===== src/rtl/eth_tx_arbiter_pkg.sv =====
// Shared cvw package slice: arbiter state encoding and Grant bit indices.
// Used by eth_tx_arbiter (optional ETH_TX_ARB_STATS_EN frame counters).
package cvw;

    typedef enum logic [1:0] {
        IDLE,
        XFER,
        GAP
    } ethtxarbstate_t;

    localparam int ARB_SRC_TRACE = 0;
    localparam int ARB_SRC_CTRL  = 1;

endpackage


===== src/rtl/eth_tx_gapcounter.sv =====
// 8-bit loadable down-counter timing the inter-frame idle gap.
// done is high on the final gap cycle (count == 1).
module eth_tx_gapcounter (
    input  logic       clk,
    input  logic       rst_n,
    input  logic       load,
    input  logic [7:0] value,
    output logic       done
);

    logic [7:0] count;

    always_ff @(posedge clk or negedge rst_n) begin
        if (!rst_n) begin
            count <= 8'd0;
        end else if (load) begin
            count <= value;
        end else if (count != 8'd0) begin
            count <= count - 8'd1;
        end
    end

    assign done = (count == 8'd1);

endmodule


===== src/rtl/eth_tx_arbiter.sv =====
// Frame-atomic two-source AXI-Stream arbiter in front of the MAC TX FIFO.
// Define ETH_TX_ARB_STATS_EN to add per-source completed-frame counters.
module eth_tx_arbiter
    import cvw::*;
#(
    parameter int DATA_WIDTH = 32,
    parameter int KEEP_WIDTH = DATA_WIDTH / 8,
    parameter int MAX_GRANTS = 4
) (
    input  logic                  m_axi_aclk,
    input  logic                  m_axi_aresetn,
    input  logic [DATA_WIDTH-1:0] S0Tdata,
    input  logic [KEEP_WIDTH-1:0] S0Tkeep,
    input  logic                  S0Tvalid,
    input  logic                  S0Tlast,
    output logic                  S0Tready,
    input  logic [DATA_WIDTH-1:0] S1Tdata,
    input  logic [KEEP_WIDTH-1:0] S1Tkeep,
    input  logic                  S1Tvalid,
    input  logic                  S1Tlast,
    output logic                  S1Tready,
    output logic [DATA_WIDTH-1:0] MTdata,
    output logic [KEEP_WIDTH-1:0] MTkeep,
    output logic                  MTvalid,
    output logic                  MTlast,
    input  logic                  MTready,
    input  logic [7:0]            GapCycles,
    output logic [1:0]            Grant,
`ifdef ETH_TX_ARB_STATS_EN
    output logic [31:0]           Frames0,
    output logic [31:0]           Frames1,
`endif
    output logic                  Busy
);

    localparam int RW = $clog2(MAX_GRANTS + 1);
    localparam logic [RW-1:0] RUN_MAX = RW'(MAX_GRANTS);

    ethtxarbstate_t state;
    logic [RW-1:0]  run_cnt;
    logic           any_valid;
    logic           pick_ctrl;
    logic           beat;
    logic           frame_end;
    logic           gap_done;

    assign any_valid = S0Tvalid | S1Tvalid;
    // Control source wins only when alone or when trace has used its run.
    assign pick_ctrl = S1Tvalid & (~S0Tvalid | (run_cnt == RUN_MAX));
    assign beat      = MTvalid & MTready;
    assign frame_end = (state == XFER) & beat & MTlast;
    assign Busy      = (state != IDLE);

    eth_tx_gapcounter u_gap (
        .clk   (m_axi_aclk),
        .rst_n (m_axi_aresetn),
        .load  (frame_end),
        .value (GapCycles),
        .done  (gap_done)
    );

    always_ff @(posedge m_axi_aclk or negedge m_axi_aresetn) begin
        if (!m_axi_aresetn) begin
            state   <= IDLE;
            Grant   <= 2'b00;
            run_cnt <= '0;
        end else begin
            unique case (state)
                IDLE: begin
                    if (any_valid) begin
                        state <= XFER;
                        Grant <= pick_ctrl ? 2'b10 : 2'b01;
                        if (pick_ctrl || !S1Tvalid) begin
                            run_cnt <= '0;
                        end else if (run_cnt != RUN_MAX) begin
                            run_cnt <= run_cnt + RW'(1);
                        end
                    end
                end
                XFER: begin
                    if (frame_end) begin
                        Grant <= 2'b00;
                        state <= (GapCycles != 8'd0) ? GAP : IDLE;
                    end
                end
                GAP: begin
                    if (gap_done) begin
                        state <= IDLE;
                    end
                end
                default: begin
                    state <= IDLE;
                    Grant <= 2'b00;
                end
            endcase
        end
    end

    always_comb begin
        MTdata   = '0;
        MTkeep   = '0;
        MTvalid  = 1'b0;
        MTlast   = 1'b0;
        S0Tready = 1'b0;
        S1Tready = 1'b0;
        unique case (1'b1)
            Grant[ARB_SRC_TRACE]: begin
                MTdata   = S0Tdata;
                MTkeep   = S0Tkeep;
                MTvalid  = S0Tvalid;
                MTlast   = S0Tlast;
                S0Tready = MTready;
            end
            Grant[ARB_SRC_CTRL]: begin
                MTdata   = S1Tdata;
                MTkeep   = S1Tkeep;
                MTvalid  = S1Tvalid;
                MTlast   = S1Tlast;
                S1Tready = MTready;
            end
            default: begin
            end
        endcase
    end

`ifdef ETH_TX_ARB_STATS_EN
    always_ff @(posedge m_axi_aclk or negedge m_axi_aresetn) begin
        if (!m_axi_aresetn) begin
            Frames0 <= 32'd0;
            Frames1 <= 32'd0;
        end else if (frame_end) begin
            if (Grant[ARB_SRC_TRACE]) Frames0 <= Frames0 + 32'd1;
            if (Grant[ARB_SRC_CTRL])  Frames1 <= Frames1 + 32'd1;
        end
    end
`endif

endmodule


===== config.mk =====
export PLATFORM = sky130hd
export DESIGN_NAME = eth_tx_arbiter
export DESIGN_NICKNAME = d
export VERILOG_FILES = /design/src/rtl/eth_tx_arbiter_pkg.sv /design/src/rtl/eth_tx_gapcounter.sv /design/src/rtl/eth_tx_arbiter.sv
export SDC_FILE = /design/constraint.sdc
export NUM_CORES = 1
export LEC_CHECK = 0
export BUFFER_PORTS_ARGS = -buffer_cell sky130_fd_sc_hd__buf_2
export CAP_MARGIN = 20
export CORE_ASPECT_RATIO = 1.2
export CORE_MARGIN = 3
export CORE_UTILIZATION = 36
export DETAILED_ROUTE_END_ITERATION = 16
export GPL_TIMING_DRIVEN = 1
export PLACE_DENSITY = 0.78
export SYNTH_ARGS = -nofsm -noshare
export SYNTH_HDL_FRONTEND = slang
export SYNTH_HIERARCHICAL = 1
export SYNTH_SLANG_ARGS = --single-unit

===== constraint.sdc =====
create_clock -name m_axi_aclk -period 1.9 [get_ports m_axi_aclk]
set_input_delay 0.38 -clock m_axi_aclk [delete_from_list [all_inputs] [get_ports m_axi_aclk]]
set_output_delay 0.38 -clock m_axi_aclk [all_outputs]
set_load 0.01 [all_outputs]

After elaboration in Yosys (flattened, before gate mapping)
Cells that the tools add are included.
- word-level logic and storage cells: 52
- register bits: 15
- output and inout bits: 43
- bitwise operators: 8
- reduce and logical (&&, ||, !) cells: 11
- mux-type cells: 19
- add/subtract/negate cells: 2
- eq/ne operators: 8
- operators by type and width (cell ; number):
    case mux 32 bit (2 select lines) ; 1
    2-to-1 mux 8 bit ; 2
    nonzero test 8 bit ; 2
    2-to-1 mux 2 bit ; 7
    case mux 2 bit (3 select lines) ; 2
    AND reduction 3 bit ; 3
    == test 8 x 1 -> 1 bit (second input constant) ; 1
    case mux 4 bit (2 select lines) ; 1
    subtractor 8 x 1 -> 8 bit (second input constant) ; 1
    2-to-1 mux 3 bit ; 2
    != test 2 bit (second input constant) ; 3
    nonzero test 2 bit ; 3
    bitwise AND 1 bit ; 4
    case mux 1 bit (2 select lines) ; 2
    adder 3 x 1 -> 3 bit (second input constant) ; 1
    == test 3 bit (second input constant) ; 1
    != test 3 bit (second input constant) ; 1
    == test 2 x 1 -> 1 bit (second input constant) ; 1
    == test 2 bit (second input constant) ; 1
    logical NOT 2 bit ; 1
    2-to-1 mux 1 bit ; 2
    NOT 1 bit ; 2
    OR 1 bit ; 2
    logical NOT 1 bit ; 1
    logical OR 1 bit ; 1

Depth between registers and ports, before layout
Gate-level depths: netlist of the first run.
- depth after elaboration: 6
- mapped depth: 7

By module
Netlist of the first run, hierarchy kept.
- modules (own cells, without submodules) (module ; cells an instance ; times used ; area an instance (um^2)):
    eth_tx_arbiter ; 86 ; 1 ; 784.5
    eth_tx_gapcounter ; 61 ; 1 ; 540.5

Least setup slack after synthesis of the first run
No wires, ideal clock.
- path type: register to register
- start point: register Grant[1]
- end point: register u_gap.count[5]
- data arrival time: 1.542 ns
- data required time: 1.754 ns
- library setup time: 0.146 ns
- slack: 0.212 ns
- stages on the path, launching flop included: 7
- clock period less this slack: 1.688 ns
- path through: dfrtp_1 -> a22o_1 -> nand4_2 -> nor2_1 -> clkbuf_1 -> clkbuf_1 -> a221oi_1
- elaborated cells between the ends (all ways): 7
- those cells by class: mux: 3; bitwise: 3; reduce/logical: 1
- RTL lines (item ; RTL line ; RTL):
    from (decl) ; eth_tx_arbiter.sv:28 ; output logic [1:0] Grant,
    from (signal assigned) ; eth_tx_arbiter.sv:72 ; Grant <= pick_ctrl ? 2'b10 : 2'b01;
    case mux 1 bit (2 select lines) (*) ; eth_tx_arbiter.sv:106 ; unique case (1'b1)
    via MTlast ; eth_tx_arbiter.sv:25 ; output logic MTlast,
    bitwise AND 1 bit (*) ; eth_tx_arbiter.sv:51 ; assign frame_end = (state == XFER) & beat & MTlast;
    via frame_end ; eth_tx_arbiter.sv:44 ; logic frame_end;
    2-to-1 mux 8 bit / nonzero test 2 bit (equally long branches) ; -- ;
    to (signal assigned) ; eth_tx_gapcounter.sv:17 ; count <= value;
    to (signal assigned) ; eth_tx_gapcounter.sv:19 ; count <= count - 8'd1;
    to (decl) ; eth_tx_gapcounter.sv:11 ; logic [7:0] count;
The timed path passes the listed nets; every way through them passes the cells marked *.
A chain may end at the register's enable or synchronous reset.

Worst setup path after layout of the first run
- start point: register Grant[0]
- end point: output port MTdata[9]
- cells in the longest elaborated chain, start to end: 1
- RTL lines (item ; RTL line ; RTL):
    case mux 32 bit (2 select lines) ; eth_tx_arbiter.sv:106 ;
    to (decl) ; eth_tx_arbiter.sv:22 ; output logic [DATA_WIDTH-1:0] MTdata,
Every way passes these cells.

==> results of run 1 <==
## worst max-delay path by stage
stage | startpoint | end | slack (ns) | cells after the start
3_3_place_gp | u_gap/count[3] | u_gap/count[7] | 0.25 | 3
5_1_grt | Grant[1] | MTdata[9] | 0.03 | 3
3_5_place_dp | u_gap/count[0] | u_gap/count[7] | 0.21 | 3
4_1_cts | Grant[1] | MTdata[9] | 0.04 | 3
2_1_floorplan | Grant[1] | u_gap/count[5] | 0.21 | 6
6_report | Grant[0] | MTdata[9] | 0.13 | 3
## Yosys cell counts (2+ instances only)
master,count,share of area (%)
a41o_1,2,1.5
nor3_1,4,1.5
nor3b_1,2,1.1
nand2b_1,2,0.94
a21o_1,2,1.1
o21ai_0,3,1.1
nor2_1,6,1.7
o21ai_1,2,0.76
clkbuf_1,5,1.4
inv_1,10,2.8
nand2_1,7,2.0
xnor2_1,2,1.3
o31ai_1,4,2.3
a221oi_1,2,1.3
and2_1,2,0.94
dfrtp_1,15,28
a22o_1,38,25
a31oi_1,2,0.94
buf_2,6,2.3
ha_1,5,4.7
or4_1,2,1.1
a21oi_1,4,1.5
nor4_1,2,0.94
or4_4,2,1.7
## state kept, by name, summed over array words and instances (netlist names)
name	flops
u_gap/count	8
state	2
run_cnt	3
Grant	2
## per-layer routing
layer	track usage (%)	part of all wire (%)	vias up
li1	-	-	834
met1	24.0	36	786
met2	38.7	49	89
met3	6.94	12	12
met4	5.66	1.8	4
met5	0	0.41	-
## final cells by class
type | count | area share [%]
diodes | 1 | 0.123
clock buffers | 4 | 2.21
inverters | 10 | 1.85
multi-input cells | 110 | 41.9
flip-flops and latches | 15 | 18.5
well taps | 37 | 2.28
repair buffers | 132 | 33.2
## stage by stage
stage               cell area (um^2)  hold slack, ns  worst slack (ns)  power, mW
floorplan                       1330          0.0844             0.212      0.418
global placement                1980           0.307             0.247      0.563
detailed placement              1980           0.311             0.209      0.566
CTS                             2020          0.0486            0.0364      0.822
global route                    2030          0.0634            0.0336      0.856
finish                          2030          0.0409             0.127      0.810
## kinds of logic (layout without fill, tap and decap cells)
logic type / count (synthesis) / count (layout) / share of synthesized area (%)
adder cells (fa/ha/maj): 5 / 5 / 4.72
other: 0 / 1 / 0
buffers and inverters: 22 / 146 / 7.37
flip-flops: 15 / 15 / 28.3
AO/OA/AOI/OAI: 67 / 67 / 41.3
AND/OR/NAND/NOR: 36 / 36 / 17.0
XOR/XNOR: 2 / 2 / 1.32
## where the power goes
part,internal [mW],switching [mW]
clock network,0.148,0.102
logic,0.131,0.104
registers,0.322,0.00330
total,0.600,0.210
## worst max-delay path, cell delays in order (launching register included)
cell,delay [ns]
dfrtp_1,0.50
buf_6,0.30
a22o_1,0.20
buf_2,0.14
==> metrics.csv, run 1 <==
metric;value;unit
power.leakage;1.10;nW
ff2ff_setup_slack;0.16;ns
cts_sinks;15;
viasPerCell;5.58;
place_hpwl;4270;um
start_util;38.7;%
htree_levels;1;
coreArea;0.00342;mm^2
setup_tns;0;ns
crit_type;flip-flop to output port;
max_freq;0.564;GHz
endpoint_kind;output port;
min_period;1.77;ns
cts_setup_buffers;0;
fin_cells;309;
synthArstFlopShare;100;%
synth_flop_cell;dfrtp_1;
dieHeight;72.5;um
final_util;59.4;%
critPathArrivalTime;1.39;ns
nets;364;
seq_area_frac_synth;28.3;%
synth.distinct_cells;40;
timing.final.crit_share;93.3;%
clock_skew;0.00118;ns
gp_congestion;0.924;
hold_path_class;input pin to asynchronous set/reset pin;
synth_edf_count;0;
r2r_end;u_gap/count[0];
ant_nets;0;
reg2reg_depth;5;
clk_pin_slew;0.06;ns
finalMaxSlewViolations;0;
cp-start-kind;flip-flop;
fillCellCount;332;
grt_pass1_vias;1502;
syn_nets;239;
drive_gt1_share;52.0;%
hold_buffers;0;
portBuffers;129;
root_buffer;clkbuf_8;
die_area;0.00445;mm^2
pin_count;130;
die_w;61.4;um
ctsResizeCount;0;
grt-ovfl-total;0;
tightestPinTransition;0.521;ns
status;finished clean;
drv_cap;0;
wl;5170;um
r2r-start;u_gap/count[0];
route.vias.total;1725;
grt_max_degree;37;
synthCells;147;
relSlewSlack;64.8;%
regArea;375;um^2
ir_worst_vdd;250;uV
grt_setup_unrepaired;false;
synth-seq-cells;15;
grt_antenna_before_repair;2;
cts_tree;built;
final_common_cell;buf_2;
clock_path_buffers;2;
dp_cells;304;
drc;0;
area_growth;53.5;%
wl_per_cell;16.7;um
synth_area_per_cell;9.01;um^2
grtUsageTotal;21.6;%
cp.required;1.52;ns
rows;23;
multi_input_area;852;um^2
setup_viol;0;
drtIter0Drc;92;
numCtsBuffers;3;
p_per_area;398;mW/mm^2
final_cell_mix;129 x buf_2, 38 x a22o_1, 15 x dfrtp_1, 10 x inv_1, 7 x nand2_1;
netlist_area;0.00133;mm^2
grt_pass1_wl;7260;um
crit_fanout;36;
clock_latency;0.24;ns
hold_violations;0;
yosys_warnings;6;
firstDrtPassIters;4;
(Power assumes the default switching activity.)
==> run 2, diff against run 1 <==
==> constraint.sdc (replaced) <==
create_clock -name m_axi_aclk -period 1.9 [get_ports m_axi_aclk]
set_input_delay 0.285 -clock m_axi_aclk [delete_from_list [all_inputs] [get_ports m_axi_aclk]]
set_output_delay 0.285 -clock m_axi_aclk [all_outputs]
set_load 0.01 [all_outputs]
==> run 2 against run 1 <==
  * Sequential share of layout area decreased by 0.17 points
  * Clock skew increased by 0.0052 ns
  * Combinational power about the same
  * Global-route usage increased by 0.92 points
  * Maximum frequency increased by 3.5%
  * Critical path type is now flip-flop to flip-flop
==> metrics.csv, run 2 (same netlist as run 1, synthesis figures left out) <==
metric;value;unit
status;finished clean;
max_freq;0.584;GHz
root_buffer;clkbuf_8;
p_per_area;403;mW/mm^2
setup_tns;0;ns
htree_levels;1;
drive_gt1_share;52.6;%
clk_pin_slew;0.07;ns
timing.final.crit_share;90.2;%
portBuffers;129;
numCtsBuffers;3;
drtIter0Drc;79;
pin_count;130;
hold_violations;0;
tightestPinTransition;0.441;ns
wl_per_cell;16.7;um
reg2reg_depth;5;
rows;23;
finalMaxSlewViolations;0;
drc;0;
firstDrtPassIters;4;
clock_skew;0.00637;ns
cts_tree;built;
largest-register;u_gap/count;
hold_path_class;input pin to flip-flop;
grt-ovfl-total;0;
largest_reg_flops;8;
power.leakage;1.12;nW
dieHeight;72.5;um
reg_top3;u_gap/count (8), run_cnt (3);
cts_sinks;15;
start_util;38.7;%
final_cell_mix;129 x buf_2, 38 x a22o_1, 15 x dfrtp_1, 10 x inv_1, 7 x nand2_1;
endpoint_kind;flip-flop;
cp-start-kind;flip-flop;
ir_worst_vdd;284;uV
clock_path_buffers;2;
cp_slowest_cell;or4b_1;
critPathArrivalTime;1.91;ns
ant_nets;0;
path_cells;inv_1, ha_1, or4b_1, o21ai_0, a22o_1;
whs_path_depth;2;
viasPerCell;5.54;
crit_type;flip-flop to flip-flop;
setup_viol;0;
nets;367;
grt_pass1_wl;7450;um
area_growth;55.0;%
route.vias.total;1727;
grt_max_degree;37;
die_area;0.00445;mm^2
drv_cap;0;
grt_setup_unrepaired;false;
place_hpwl;4340;um
grtUsageTotal;22.5;%
wl;5220;um
relSlewSlack;70.5;%
cts_setup_buffers;0;
finalPower;0.827;mW
cp.required;2.10;ns
coreArea;0.00342;mm^2
grt_antenna_before_repair;2;
die_w;61.4;um
min_period;1.71;ns
gp_congestion;0.915;
clock_latency;0.25;ns
holdWs;0.255;ns
final_common_cell;buf_2;
grt_pass1_vias;1602;
slowest_delay;0.52;ns
ctsResizeCount;0;
crit_fanout;6;
run 2: cell types whose count changed in the layout (fill, tap and decap cells not counted), sizes merged:
cell	change
dlygate4sd3	+1
buf	+2
clkbuf	-1
clkinv	+1
run 2: cell type report:
cell class	instances	area, um^2
fillers	312	1370
multi-input cells	110	852
repair buffers	135	693
flip-flops and latches	15	375
well taps	37	46.3
clock buffers	3	41.3
inverters	10	37.5
clock inverters	1	5.00
diodes	1	2.50
run 2: through the flow:
stage	utilization [%]	instance area (um^2)	instances	setup WS, ns
global placement	58.2	1990	306	0.236
floorplan	-	1330	147	0.212
detailed placement	58.2	1990	306	0.211
global route	59.9	2050	311	0.0196
CTS	59.9	2050	311	0.180
finish	60.0	2050	312	0.187
run 2: worst max-delay path, delay by kind of cell, from the launching register on:
family                   cells  cell delay (ns)
buffers and inverters        1             0.12
AND/OR/NAND/NOR              1             0.52
flip-flops                   1             0.44
adder cells (fa/ha/maj)      1             0.22
AO/OA/AOI/OAI                2             0.36
run 2: path summary, 6_finish.rpt:
kind	start	endpoint	slack [ns]
min in group asynchronous	m_axi_aresetn	u_gap/count[1]	0.47
max in group asynchronous	m_axi_aresetn	Grant[1]	1.18
worst max-delay path	u_gap/count[0]	u_gap/count[1]	0.19
worst min register to register	run_cnt[2]	run_cnt[2]	0.56
worst max register to register	u_gap/count[0]	u_gap/count[1]	0.19
worst min-delay path	GapCycles[3]	u_gap/count[3]	0.26
run 2: timing repair:
item	CTS	global route
endpoints found under the hold margin	15	0
setup endpoints to repair	0	0
hold buffers	1	0
run 2: report_power, final:
group	total, mW	internal [mW]	leakage [nW]	switching, mW
Sequential	0.324	0.322	0.182	0.00294
Clock	0.266	0.145	0.0255	0.121
Combinational	0.237	0.131	0.908	0.106
run 2: metal layers:
metal | vias up | track usage, % | part of all wire (%)
met4 | 4 | 10.1 | 2.9
li1 | 839 | - | -
met1 | 781 | 25.4 | 37
met2 | 85 | 37.8 | 49
met5 | - | 0 | 0.40
met3 | 18 | 7.30 | 11
